`src/rtl/npu_pkg.sv`:
```
// Shared NPU stage types: int8 datapath types, saturation bounds and the
// stage-engine FSM state encoding.
package npu_pkg;

  typedef logic signed [7:0]  int8_t;
  typedef logic signed [15:0] prod16_t;

  localparam int8_t SAT8_MIN = 8'sh80;
  localparam int8_t SAT8_MAX = 8'sh7f;

  typedef enum logic [2:0] {
    ST_IDLE,
    ST_RUN,
    ST_DRAIN,
    ST_WRITE,
    ST_DONE
  } state_e;

endpackage

```
`src/rtl/requant_sat8.sv`:
```
// Requantizer shared by dense and conv stages: floor shift, saturate to int8,
// optional ReLU clamp.
module requant_sat8
  import npu_pkg::*;
#(
  parameter int unsigned ACC_W = 24,
  parameter int unsigned SHIFT = 0,
  parameter bit          RELU  = 1'b1
) (
  input  logic signed [ACC_W-1:0] acc,
  output logic signed [7:0]       q
);

  localparam logic signed [ACC_W-1:0] HI = ACC_W'(SAT8_MAX);
  localparam logic signed [ACC_W-1:0] LO = ACC_W'(SAT8_MIN);

  logic signed [ACC_W-1:0] shifted;
  logic signed [7:0]       sat;

  always_comb begin
    shifted = acc >>> SHIFT;
    if (shifted > HI) begin
      sat = SAT8_MAX;
    end else if (shifted < LO) begin
      sat = SAT8_MIN;
    end else begin
      sat = shifted[7:0];
    end
    q = (RELU && sat[7]) ? '0 : sat;
  end

endmodule

```
`src/rtl/mac_stage_engine.sv`:
```
// Dense int8 MAC stage: answers a start strobe by computing N_OUT requantized
// dot products from 1-cycle-latency read ports, then pulses done.
module mac_stage_engine
  import npu_pkg::*;
#(
  parameter int unsigned N_IN   = 132,
  parameter int unsigned N_OUT  = 10,
  parameter int unsigned ACC_W  = 24,
  parameter int unsigned SHIFT  = 0,
  parameter bit          RELU   = 1'b1,
  localparam int unsigned IN_AW  = (N_IN > 1) ? $clog2(N_IN) : 1,
  localparam int unsigned W_AW   = (N_IN * N_OUT > 1) ? $clog2(N_IN * N_OUT) : 1,
  localparam int unsigned OUT_AW = (N_OUT > 1) ? $clog2(N_OUT) : 1
) (
  input  logic                    clk,
  input  logic                    rst,
  input  logic                    start,
  output logic [IN_AW-1:0]        in_addr,
  input  logic signed [7:0]       in_data,
  output logic [W_AW-1:0]         w_addr,
  input  logic signed [7:0]       w_data,
  output logic                    out_we,
  output logic [OUT_AW-1:0]       out_addr,
  output logic signed [7:0]       out_data,
  output logic                    busy,
  output logic                    done
);

  localparam logic [IN_AW-1:0]  I_LAST = IN_AW'(N_IN - 1);
  localparam logic [OUT_AW-1:0] J_LAST = OUT_AW'(N_OUT - 1);

  state_e                  state_q, state_d;
  logic [IN_AW-1:0]        i_q, i_d, in_addr_q, in_addr_d;
  logic [OUT_AW-1:0]       j_q, j_d;
  logic [W_AW-1:0]         w_addr_q, w_addr_d;
  logic signed [ACC_W-1:0] acc_q, acc_d, acc_sum;
  logic signed [7:0]       out_data_q, out_data_d, rq;
  prod16_t                 prod;

  // Read data always belongs to the address issued one cycle earlier.
  assign prod    = in_data * w_data;
  assign acc_sum = acc_q + ACC_W'(prod);

  requant_sat8 #(
    .ACC_W (ACC_W),
    .SHIFT (SHIFT),
    .RELU  (RELU)
  ) u_requant (
    .acc (acc_sum),
    .q   (rq)
  );

  always_comb begin
    state_d    = state_q;
    i_d        = i_q;
    j_d        = j_q;
    acc_d      = acc_q;
    in_addr_d  = in_addr_q;
    w_addr_d   = w_addr_q;
    out_data_d = out_data_q;
    unique case (state_q)
      ST_IDLE: begin
        if (start) begin
          acc_d     = '0;
          i_d       = '0;
          j_d       = '0;
          in_addr_d = '0;
          w_addr_d  = '0;
          state_d   = ST_RUN;
        end
      end
      ST_RUN: begin
        if (i_q != '0) acc_d = acc_sum;
        if (i_q == I_LAST) begin
          state_d = ST_DRAIN;
        end else begin
          i_d       = i_q + 1'b1;
          in_addr_d = i_q + 1'b1;
          w_addr_d  = w_addr_q + 1'b1;
        end
      end
      ST_DRAIN: begin
        // Final sum is requantized here so out_data is a register during WRITE.
        acc_d      = acc_sum;
        out_data_d = rq;
        state_d    = ST_WRITE;
      end
      ST_WRITE: begin
        acc_d = '0;
        i_d   = '0;
        if (j_q == J_LAST) begin
          state_d = ST_DONE;
        end else begin
          j_d       = j_q + 1'b1;
          in_addr_d = '0;
          w_addr_d  = w_addr_q + 1'b1;
          state_d   = ST_RUN;
        end
      end
      ST_DONE: state_d = ST_IDLE;
      default: state_d = ST_IDLE;
    endcase
  end

  always_ff @(posedge clk) begin
    if (rst) begin
      state_q    <= ST_IDLE;
      i_q        <= '0;
      j_q        <= '0;
      acc_q      <= '0;
      in_addr_q  <= '0;
      w_addr_q   <= '0;
      out_data_q <= '0;
    end else begin
      state_q    <= state_d;
      i_q        <= i_d;
      j_q        <= j_d;
      acc_q      <= acc_d;
      in_addr_q  <= in_addr_d;
      w_addr_q   <= w_addr_d;
      out_data_q <= out_data_d;
    end
  end

  assign in_addr  = in_addr_q;
  assign w_addr   = w_addr_q;
  assign out_we   = (state_q == ST_WRITE);
  assign out_addr = j_q;
  assign out_data = out_data_q;
  assign busy     = (state_q != ST_IDLE);
  assign done     = (state_q == ST_DONE);

endmodule

```
`config.mk`:
```
export PLATFORM = sky130hd
export DESIGN_NAME = mac_stage_engine
export DESIGN_NICKNAME = d
export VERILOG_FILES = /design/src/rtl/npu_pkg.sv /design/src/rtl/requant_sat8.sv /design/src/rtl/mac_stage_engine.sv
export SDC_FILE = /design/constraint.sdc
export NUM_CORES = 1
export LEC_CHECK = 0
export CORE_AREA = 2 2 176 109
export CTS_CLUSTER_DIAMETER = 100
export DETAILED_ROUTE_END_ITERATION = 16
export DIE_AREA = 0 0 178 111
export DONT_BUFFER_PORTS = 1
export GPL_TIMING_DRIVEN = 0
export PLACE_DENSITY = 0.58
export SYNTH_ARGS = -nofsm -noshare
export SYNTH_HDL_FRONTEND = slang
export SYNTH_SLANG_ARGS = --single-unit
```
`constraint.sdc`:
```
create_clock -name clk -period 12.2 [get_ports clk]
set_input_delay 3.66 -clock clk [delete_from_list [all_inputs] [get_ports clk]]
set_output_delay 3.66 -clock clk [all_outputs]
set_load 0.05 [all_outputs]
```
# After elaboration in Yosys (flattened, before gate mapping)
# Cells that the tools add are included.
totals:
  out_inout_bits: 34
  romBits: 0
  latch_bits: 0
  memories: 0
  ramBits: 0
  reg_bits: 66
classes:
  n_reduce_logical: 11
  div_mod_pow: 0
  n_eq_ne: 11
  n_lt_le_gt_ge: 2
  n_addsub: 4
  n_mux: 22
  n_shift: 0
  bitwise: 0
  mul: 1
ops:
  columns: ["op", "count"]
  rows:
  - ["case mux 24 bit (4 select lines)", 1]
  - ["two-way mux 24 bit", 2]
  - ["case mux 8 bit (3 select lines)", 2]
  - ["two-way mux 8 bit", 5]
  - ["two-way mux 11 bit", 3]
  - ["case mux 11 bit (3 select lines)", 1]
  - ["adder 24 x 16 -> 24 bit", 1]
  - ["greater-than comparator 24 x 8 -> 1 bit, second input constant", 1]
  - ["less-than comparator 24 x 8 -> 1 bit, second input constant", 1]
  - ["multiplier 8 x 8 -> 16 bit", 1]
  - ["case mux 3 bit (4 select lines)", 1]
  - ["adder 11 x 1 -> 11 bit, second input constant", 1]
  - ["inequality test 2 bit, second input constant", 5]
  - ["two-way mux 3 bit", 3]
  - ["AND reduction 3 bit", 3]
  - ["adder 8 x 1 -> 8 bit, second input constant", 1]
  - ["== test 8 bit, second input constant", 1]
  - ["two-way mux 4 bit", 2]
  - ["case mux 4 bit (2 select lines)", 1]
  - ["nonzero test 8 bit", 1]
  - ["two-way mux 7 bit", 1]
  - ["== test 3 x 2 -> 1 bit, second input constant", 2]
  - ["nonzero test 3 bit", 2]
  - ["adder 4 x 1 -> 4 bit, second input constant", 1]
  - ["8 further kinds", 8]

# Longest topological paths before layout
# Gate-level depths: netlist of the first run.
depth:
  word_depth: 6
  ltp_mapped: 22

# Modules after synthesis
# Synthesis of the first run repeated with hierarchy kept, for this count alone.
hier_totals:
  hier_cells: 771
  area_unflattened_um2: 7091.8
modules_own_cells:
  columns: ["module", "instances", "cells_each", "area_per_inst_um2"]
  rows:
  - ["mac_stage_engine", 1, 756, 6957.9]
  - ["requant_sat8", 1, 15, 133.9]

# Worst setup path before layout of the first run
# No wires, ideal clock.
synth_path:
  path_type: "in2reg"
  startpoint: "in w_data[1]"
  endpoint: "reg out_data_q[1] (netlist: out_data[1])"
  cell_stages: 17
  required_time_ns: 12.066
  arrival_ns: 9.300
  n_path_buf: 1
  setup_slack_ns: 2.766
  path_cell_list: "clkbuf_1 > and2_1 > fa_1 > fa_1 > fa_1 > fa_1 > ha_1 > ha_1 > a21o_1 > and2_4 > o31a_1 > or4_1 > o211a_1 > a2111oi_0 > and4bb_1 > a21o_4 > a211oi_1"
synth_via:
  elab_chain_cells: 6
  elab_cells_between_ends: 7
  classes_between: "add/sub (1); mul (1); order compare (2); mux (3)"
synth_lines:
  columns: ["item", "line_no", "rtl"]
  rows:
  - ["start, declared", "mac_stage_engine.sv:21", "input logic signed [7:0] w_data,"]
  - ["multiplier 8 x 8 -> 16 bit (*)", "mac_stage_engine.sv:41", "assign prod = in_data * w_data;"]
  - ["adder 24 x 16 -> 24 bit (*)", "mac_stage_engine.sv:42", "assign acc_sum = acc_q + ACC_W'(prod);"]
  - ["less-than comparator 24 x 8 -> 1 bit", "requant_sat8.sv:24", "end else if (shifted < LO) begin"]
  - ["two-way mux 8 bit", "requant_sat8.sv:24", null]
  - ["two-way mux 8 bit (*)", "requant_sat8.sv:22", "if (shifted > HI) begin"]
  - ["two-way mux 7 bit (*)", "requant_sat8.sv:29", "q = (RELU && sat[7]) ? '0 : sat;"]
  - ["end signal, assigned", "mac_stage_engine.sv:121", "out_data_q <= out_data_d;"]
  - ["end, declared", "mac_stage_engine.sv:37", "logic signed [7:0] out_data_q, out_data_d, rq;"]
# Every way passes the cells marked *; elsewhere a longest branch is shown, timed or not.
# A chain may end at the register's enable or synchronous reset.

# Final worst setup path of the first run
layout_path:
  startpoint: "in w_data[1]"
  endpoint: "reg out_data_q[0] (netlist: out_data[0])"
# Same word-level chain as after synthesis.

==> impl_metrics.json, run 1 <==
{
  "setup.worst_path.end_class": "flip-flop",
  "syn_avg_cell_area_sq_um": 8.97,
  "path_buf_inv": 2,
  "layout_worst_path_cycle_share": 0.837,
  "cpMaxStageDelayCell": "sky130_fd_sc_hd__and2_1",
  "top_fanout_value_on_the_critical_path": 16,
  "final_critical_path_setup_slack_ps": 1990,
  "cp.required_ps": 12390,
  "async_reset_ff_frac": 0,
  "timing_hold_violations_final": 0,
  "die-width_um": 178,
  "syn_inst": 793,
  "grt_start_max_net_pins": 18,
  "synth.mux.area_fraction": 0.00440,
  "antenna_found_initial": 0,
  "die-area_sq_mm": 0.0198,
  "drt_pre_antenna_iters": 5,
  "tritoncts": "done",
  "layout_cells_sized_above_1": 0.0396,
  "postSynth.topFlopCell": "sky130_fd_sc_hd__dfxtp_1",
  "clock_skew_ps": 4.77,
  "worst-slew-pin-transition_ps": 1200,
  "final_util": 0.420,
  "dp_hpwl_mm": 13.5,
  "most_repeated_cell_in_the_gate_level_netlist_after_synthesis": "sky130_fd_sc_hd__fa_1",
  "timing.final.setup_violations": 0,
  "drcViolationCount": 0,
  "cp_data_arrival_time_ps": 10410,
  "fillerInstances": 1858,
  "gr-total-overflow": 0,
  "biggest_area_contributors_in_the_synthesized_netlist": "sky130_fd_sc_hd__fa_1 (29%), sky130_fd_sc_hd__dfxtp_1 (18%), sky130_fd_sc_hd__ha_1 (10%), sky130_fd_sc_hd__inv_1 (5.4%), sky130_fd_sc_hd__nor2_1 (4.4%)",
  "post-cts-setup-buffers": 0,
  "initial_utilization": 0.387,
  "register_bit_total_from_synthesis": 65,
  "detailedPlace.worstSlack_ps": 1610,
  "crit_family": "adder cells",
  "path_common_cell": "sky130_fd_sc_hd__fa_1",
  "outcome": "completed",
  "drt-wirelength-per-cell_um": 15.5,
  "synth-adder-area-share": 0.396,
  "synthesis_warning_total": 0,
  "vias_per_cell": 5.01,
  "die_height_um": 111,
  "synth.distinct_cells": 58,
  "rsz0062_at_grt": "no",
  "post_synth_and_or_nand_nor_area_fraction": 0.172,
  "drt_iter0_markers": 352,
  "clock_insertion_delay_worst_skew_ps": 330,
  "startpoint_type": "input port",
  "achievable-frequency_mhz": 97.9,
  "stdcell_count": 1055,
  "core_area_sq_mm": 0.0184,
  "sum_of_negative_setup_slack_ps": 0,
  "cts-root-to-sink-buffers": 2,
  "ys_top_cells_by_count": "sky130_fd_sc_hd__fa_1 (104), sky130_fd_sc_hd__inv_1 (103), sky130_fd_sc_hd__nor2_1 (84), sky130_fd_sc_hd__dfxtp_1 (65), sky130_fd_sc_hd__nand2_1 (65)",
  "diodes": 0,
  "postRouteAntennaNets": 0,
  "max-cap-violations": 0,
  "grt_pass1_vias": 5339,
  "dpl.cell_count": 1039,
  "synth_nets": 975,
  "crit_type": "in2reg",
  "io_buffer_count": 0,
  "finalNetCount": 986,
  "vias": 5287,
  "maxSlewHeadroom": 0.199,
  "cts_resized": 0,
  "drv_slew": 0,
  "crit_path_cell_trace": "clkbuf_1 -> and2_1 -> fa_1 -> fa_1 -> fa_1 -> fa_1 -> ha_1 -> ha_1 -> buf_2 -> and3_1 -> and3_1 -> a211o_1 -> a41oi_1 -> o21ai_0 -> xnor2_1 -> nor2_1 -> nand2_1 -> a211oi_1",
  "grt_first_pass_wirelength_mm": 28.8,
  "max_stage_delay_ps": 990,
  "fraction_of_the_mapped_netlist_area_in_compound_gates": 0.128,
  "gpl.final_weighted_congestion": 0.861,
  "syn2layout_area_growth_pct": 8.51,
  "cts_made_buffers": 9,
  "post-synth-top-area-fraction": 0.293,
  "clk_pin_slew_ps": 50,
  "grt_use_total": 0.182,
  "io_pins": 53,
  "cts_hold_buffers": 0,
  "cts_num_sinks": 65,
  "post_synth_instance_area_sq_mm": 0.00712,
  "synthDominantAreaCellType": "sky130_fd_sc_hd__fa_1",
  "h_tree_levels": 3,
  "wl_mm": 16.4,
  "synth_enable_flop_cells": 0,
  "period_needed_ps": 10210,
  "synth_seq_area_share": 0.183,
  "largest_family_of_logic_cells_by_synthesized_area": "adder cells",
  "num_rows": 39,
  "cts_root_buffer": "sky130_fd_sc_hd__clkbuf_16",
  "hold_class": "reg2reg",
  "synthXorXnorAreaFrac": 0.0443
}
==> cell type report <==
cell class              instances  area [sq um]  area share
well taps                     246           308      0.0399
plain buffers                  28           118      0.0152
inverters                     104           390      0.0506
flip-flops and latches         65          1300       0.169
clock inverters                 5          55.1     0.00713
multi-input cells             596          5310       0.687
clock buffers                  11           243      0.0314
==> per-stage QoR <==
step           hold slack, ps  area, sq um
2_1_floorplan             436         7120
3_3_place_gp              477         7420
3_5_place_dp              478         7420
4_1_cts                   485         7720
5_1_grt                   518         7720
6_report                  483         7720
==> cells in the final DEF, fill, tap and decap left out, drive strengths merged, types with 3 or more instances in the layout <==
master and n:
fa 104, inv 103, nor2 84, nand2 65, dfxtp 65, ha 59, a21oi 41, and2 35
clkbuf 30, a22oi 27, o21ai 23, xnor2 21, xor2 15, and3 13, nand3 11, nand2b 9
a211oi 9, buf 9, nor3 8, or3 7, nand4 7, o21bai 6, a31oi 5, o311ai 4
a21o 4, or4 3, nand3b 3, o21a 3, nor4 3, clkinv 3
==> worst paths after layout <==
| check | startpoint | to | slack [ps] | depth (start not counted) |
|---|---|---|---|---|
| min reg2reg | acc_q[5] | acc_q[5] | 480 | 2 |
| max | w_data[1] | out_data[0] | 1990 | 18 |
| max reg2reg | acc_q[6] | out_data[0] | 6230 | 19 |
| min | acc_q[5] | acc_q[5] | 480 | 2 |
==> registers in the layout (all words and copies together), names as in the netlist <==
register / cells
acc_q: 24
w_addr: 11
i_q: 8
in_addr: 8
out_data: 7
out_addr: 4
state_q: 3
==> routing by layer <==
metal / global-route usage / vias up / share of wire / wire length [um]
met5: 0 / - / 0 / 0
met4: 0.0230 / 0 / 0.0034 / 55
met3: 0.0418 / 7 / 0.059 / 972
met2: 0.236 / 109 / 0.37 / 5980
met1: 0.306 / 2532 / 0.57 / 9340
li1: - / 2639 / - / -
==> worst reg2reg max path: cells and delay by family (launching register included) <==
kind	cells	cell delay, ps
compound gates	6	1630
buf+inv	4	240
simple gates	2	380
flops	1	380
xor+xnor	1	620
fa+ha+maj	6	2570
==> logic make-up (layout without fill, tap and decap cells) <==
logic type / Yosys count / after routing
AND/OR/NAND/NOR: 255 / 255
adder cells (fa/ha/maj): 163 / 163
AO/OA/AOI/OAI: 138 / 138
buffers and inverters: 132 / 148
flip-flops: 65 / 65
XOR/XNOR: 36 / 36
multiplexers: 3 / 3
other: 1 / 1
Power of run 1 is not shown: default switching activity piles up to over one toggle a cycle in this logic, so the estimate is an artifact.
==> inputs of run 2 (changes only) <==
Clock period 12.2 ns to 9.84 ns, I/O delays scaled along.
==> impl_metrics.json, run 2 (same netlist as run 1, synthesis figures left out) <==
{
  "gr-total-overflow": 0,
  "cp-startpoint": "w_data[0]",
  "finalHoldWorstSlack_ps": 483,
  "num_rows": 39,
  "drt_pre_antenna_iters": 5,
  "grt_most_used_layer": "met1",
  "io_pins": 53,
  "cts_made_buffers": 9,
  "clock_skew_ps": 4.77,
  "cts_root_buffer": "sky130_fd_sc_hd__clkbuf_16",
  "layout_cells_sized_above_1": 0.0408,
  "cts_hold_buffers": 0,
  "die_height_um": 111,
  "layout_worst_path_cycle_share": 0.931,
  "vias_per_cell": 5.01,
  "max_flop_register": "acc_q",
  "antenna_found_initial": 0,
  "detailedPlace.worstSlack_ps": -37.7,
  "reg2reg_setup_slack_ps": 3870,
  "vias": 5287,
  "grt_use_total": 0.182,
  "timing.hold.worst.start": "acc_q[5]",
  "syn2layout_area_growth_pct": 8.53,
  "post-cts-setup-buffers": 0,
  "diodes": 0,
  "maxSlewHeadroom": 0.275,
  "max-cap-violations": 0,
  "outcome": "completed",
  "dp_hpwl_mm": 13.5,
  "grt_pass1_vias": 5339,
  "drv_slew": 0,
  "io_buffer_count": 0,
  "top_library_cells_by_usage_in_the_layout_fill_and_taps_aside": "sky130_fd_sc_hd__fa_1 (104), sky130_fd_sc_hd__inv_1 (103), sky130_fd_sc_hd__nor2_1 (84)",
  "core_area_sq_mm": 0.0184,
  "gpl.final_weighted_congestion": 0.861,
  "h_tree_levels": 3,
  "commonest_non_fill_non_tap_cell_in_the_layout": "sky130_fd_sc_hd__fa_1",
  "crit_type": "in2reg",
  "worst-slew-pin-transition_ps": 1090,
  "met3_routing_resource_usage_after_global_routing": 0.0418,
  "die-area_sq_mm": 0.0198,
  "cp_data_arrival_time_ps": 9360,
  "drt_iter0_markers": 352,
  "hold_class": "reg2reg",
  "grt.met1_usage": 0.306,
  "drt-wirelength-per-cell_um": 15.5,
  "placement.cell_area_sq_mm": 0.00742,
  "timing_hold_violations_final": 0,
  "grt_first_pass_wirelength_mm": 28.8,
  "globalRouteMet2Util": 0.236,
  "period_needed_ps": 9160,
  "die-width_um": 178,
  "postRouteAntennaNets": 0,
  "setup.worst_path.end_class": "flip-flop",
  "top_fanout_value_on_the_critical_path": 17,
  "initial_utilization": 0.387,
  "drcViolationCount": 0,
  "cts-root-to-sink-buffers": 2,
  "grt_start_max_net_pins": 18,
  "rr_startpoint": "acc_q[6]",
  "clk_pin_slew_ps": 50,
  "timing.final.setup_violations": 0,
  "largest_register_ff_count": 24,
  "startpoint_type": "input port",
  "rsz0062_at_grt": "no",
  "tritoncts": "done",
  "wl_mm": 16.4,
  "final_critical_path_setup_slack_ps": 677,
  "final_area_sq_mm": 0.00772,
  "clock_insertion_delay_worst_skew_ps": 330,
  "finalNetCount": 986,
  "stdcell_count": 1055,
  "cp.required_ps": 10030,
  "dpl.cell_count": 1039,
  "achievable-frequency_mhz": 109,
  "cts_num_sinks": 65
}
## run 2: cell counts in the layout (fill, tap and decap cells not counted)
No cell type changed its count.
## run 2: worst paths after layout
| kind | to | depth (start not counted) |
|---|---|---|
| max | out_data[0] | 19 |
| min | acc_q[5] | 2 |
| max reg2reg | out_data[0] | 19 |
| min reg2reg | acc_q[5] | 2 |
## run 2: metal layers
layer  vias up  part of all wire
met5         -                 0
met4         0            0.0034
met3         7             0.059
met2       109              0.37
met1      2532              0.57
li1       2639                 -
## run 2: timing repair
action	4_1_cts	5_1_grt
resized for setup	0	1
endpoints found under the hold margin	0	0
setup endpoints to repair	0	5
## run 2: metrics by stage
step | setup TNS [ps] | util
after floorplan | 0 | -
after global placement | 0 | 0.404
after detailed placement | -151 | 0.404
after CTS | 0 | 0.420
after global routing | 0 | 0.420
final | 0 | 0.420
## run 2: critical path, cell delays in order
cell	delay [ps]
sky130_fd_sc_hd__and2_1	820
sky130_fd_sc_hd__inv_1	150
sky130_fd_sc_hd__fa_1	540
sky130_fd_sc_hd__inv_1	50
sky130_fd_sc_hd__fa_1	520
sky130_fd_sc_hd__fa_1	470
sky130_fd_sc_hd__fa_1	590
sky130_fd_sc_hd__fa_1	420
sky130_fd_sc_hd__ha_1	290
sky130_fd_sc_hd__buf_2	170
sky130_fd_sc_hd__o21ai_0	80
sky130_fd_sc_hd__o21bai_1	100
sky130_fd_sc_hd__a211o_1	380
sky130_fd_sc_hd__a41oi_1	520
sky130_fd_sc_hd__o21ai_0	210
sky130_fd_sc_hd__xnor2_1	620
sky130_fd_sc_hd__nor2_1	240
sky130_fd_sc_hd__nand2_1	140
sky130_fd_sc_hd__a211oi_1	70
## run 2: layout make-up
class / instances / area (sq um)
plain buffers: 28 / 118
clock buffers: 11 / 243
clock inverters: 5 / 55.1
fillers: 1857 / 10700
inverters: 104 / 390
multi-input cells: 596 / 5310
flip-flops and latches: 65 / 1300
well taps: 246 / 308
Power of run 2 is left out for the same reason.
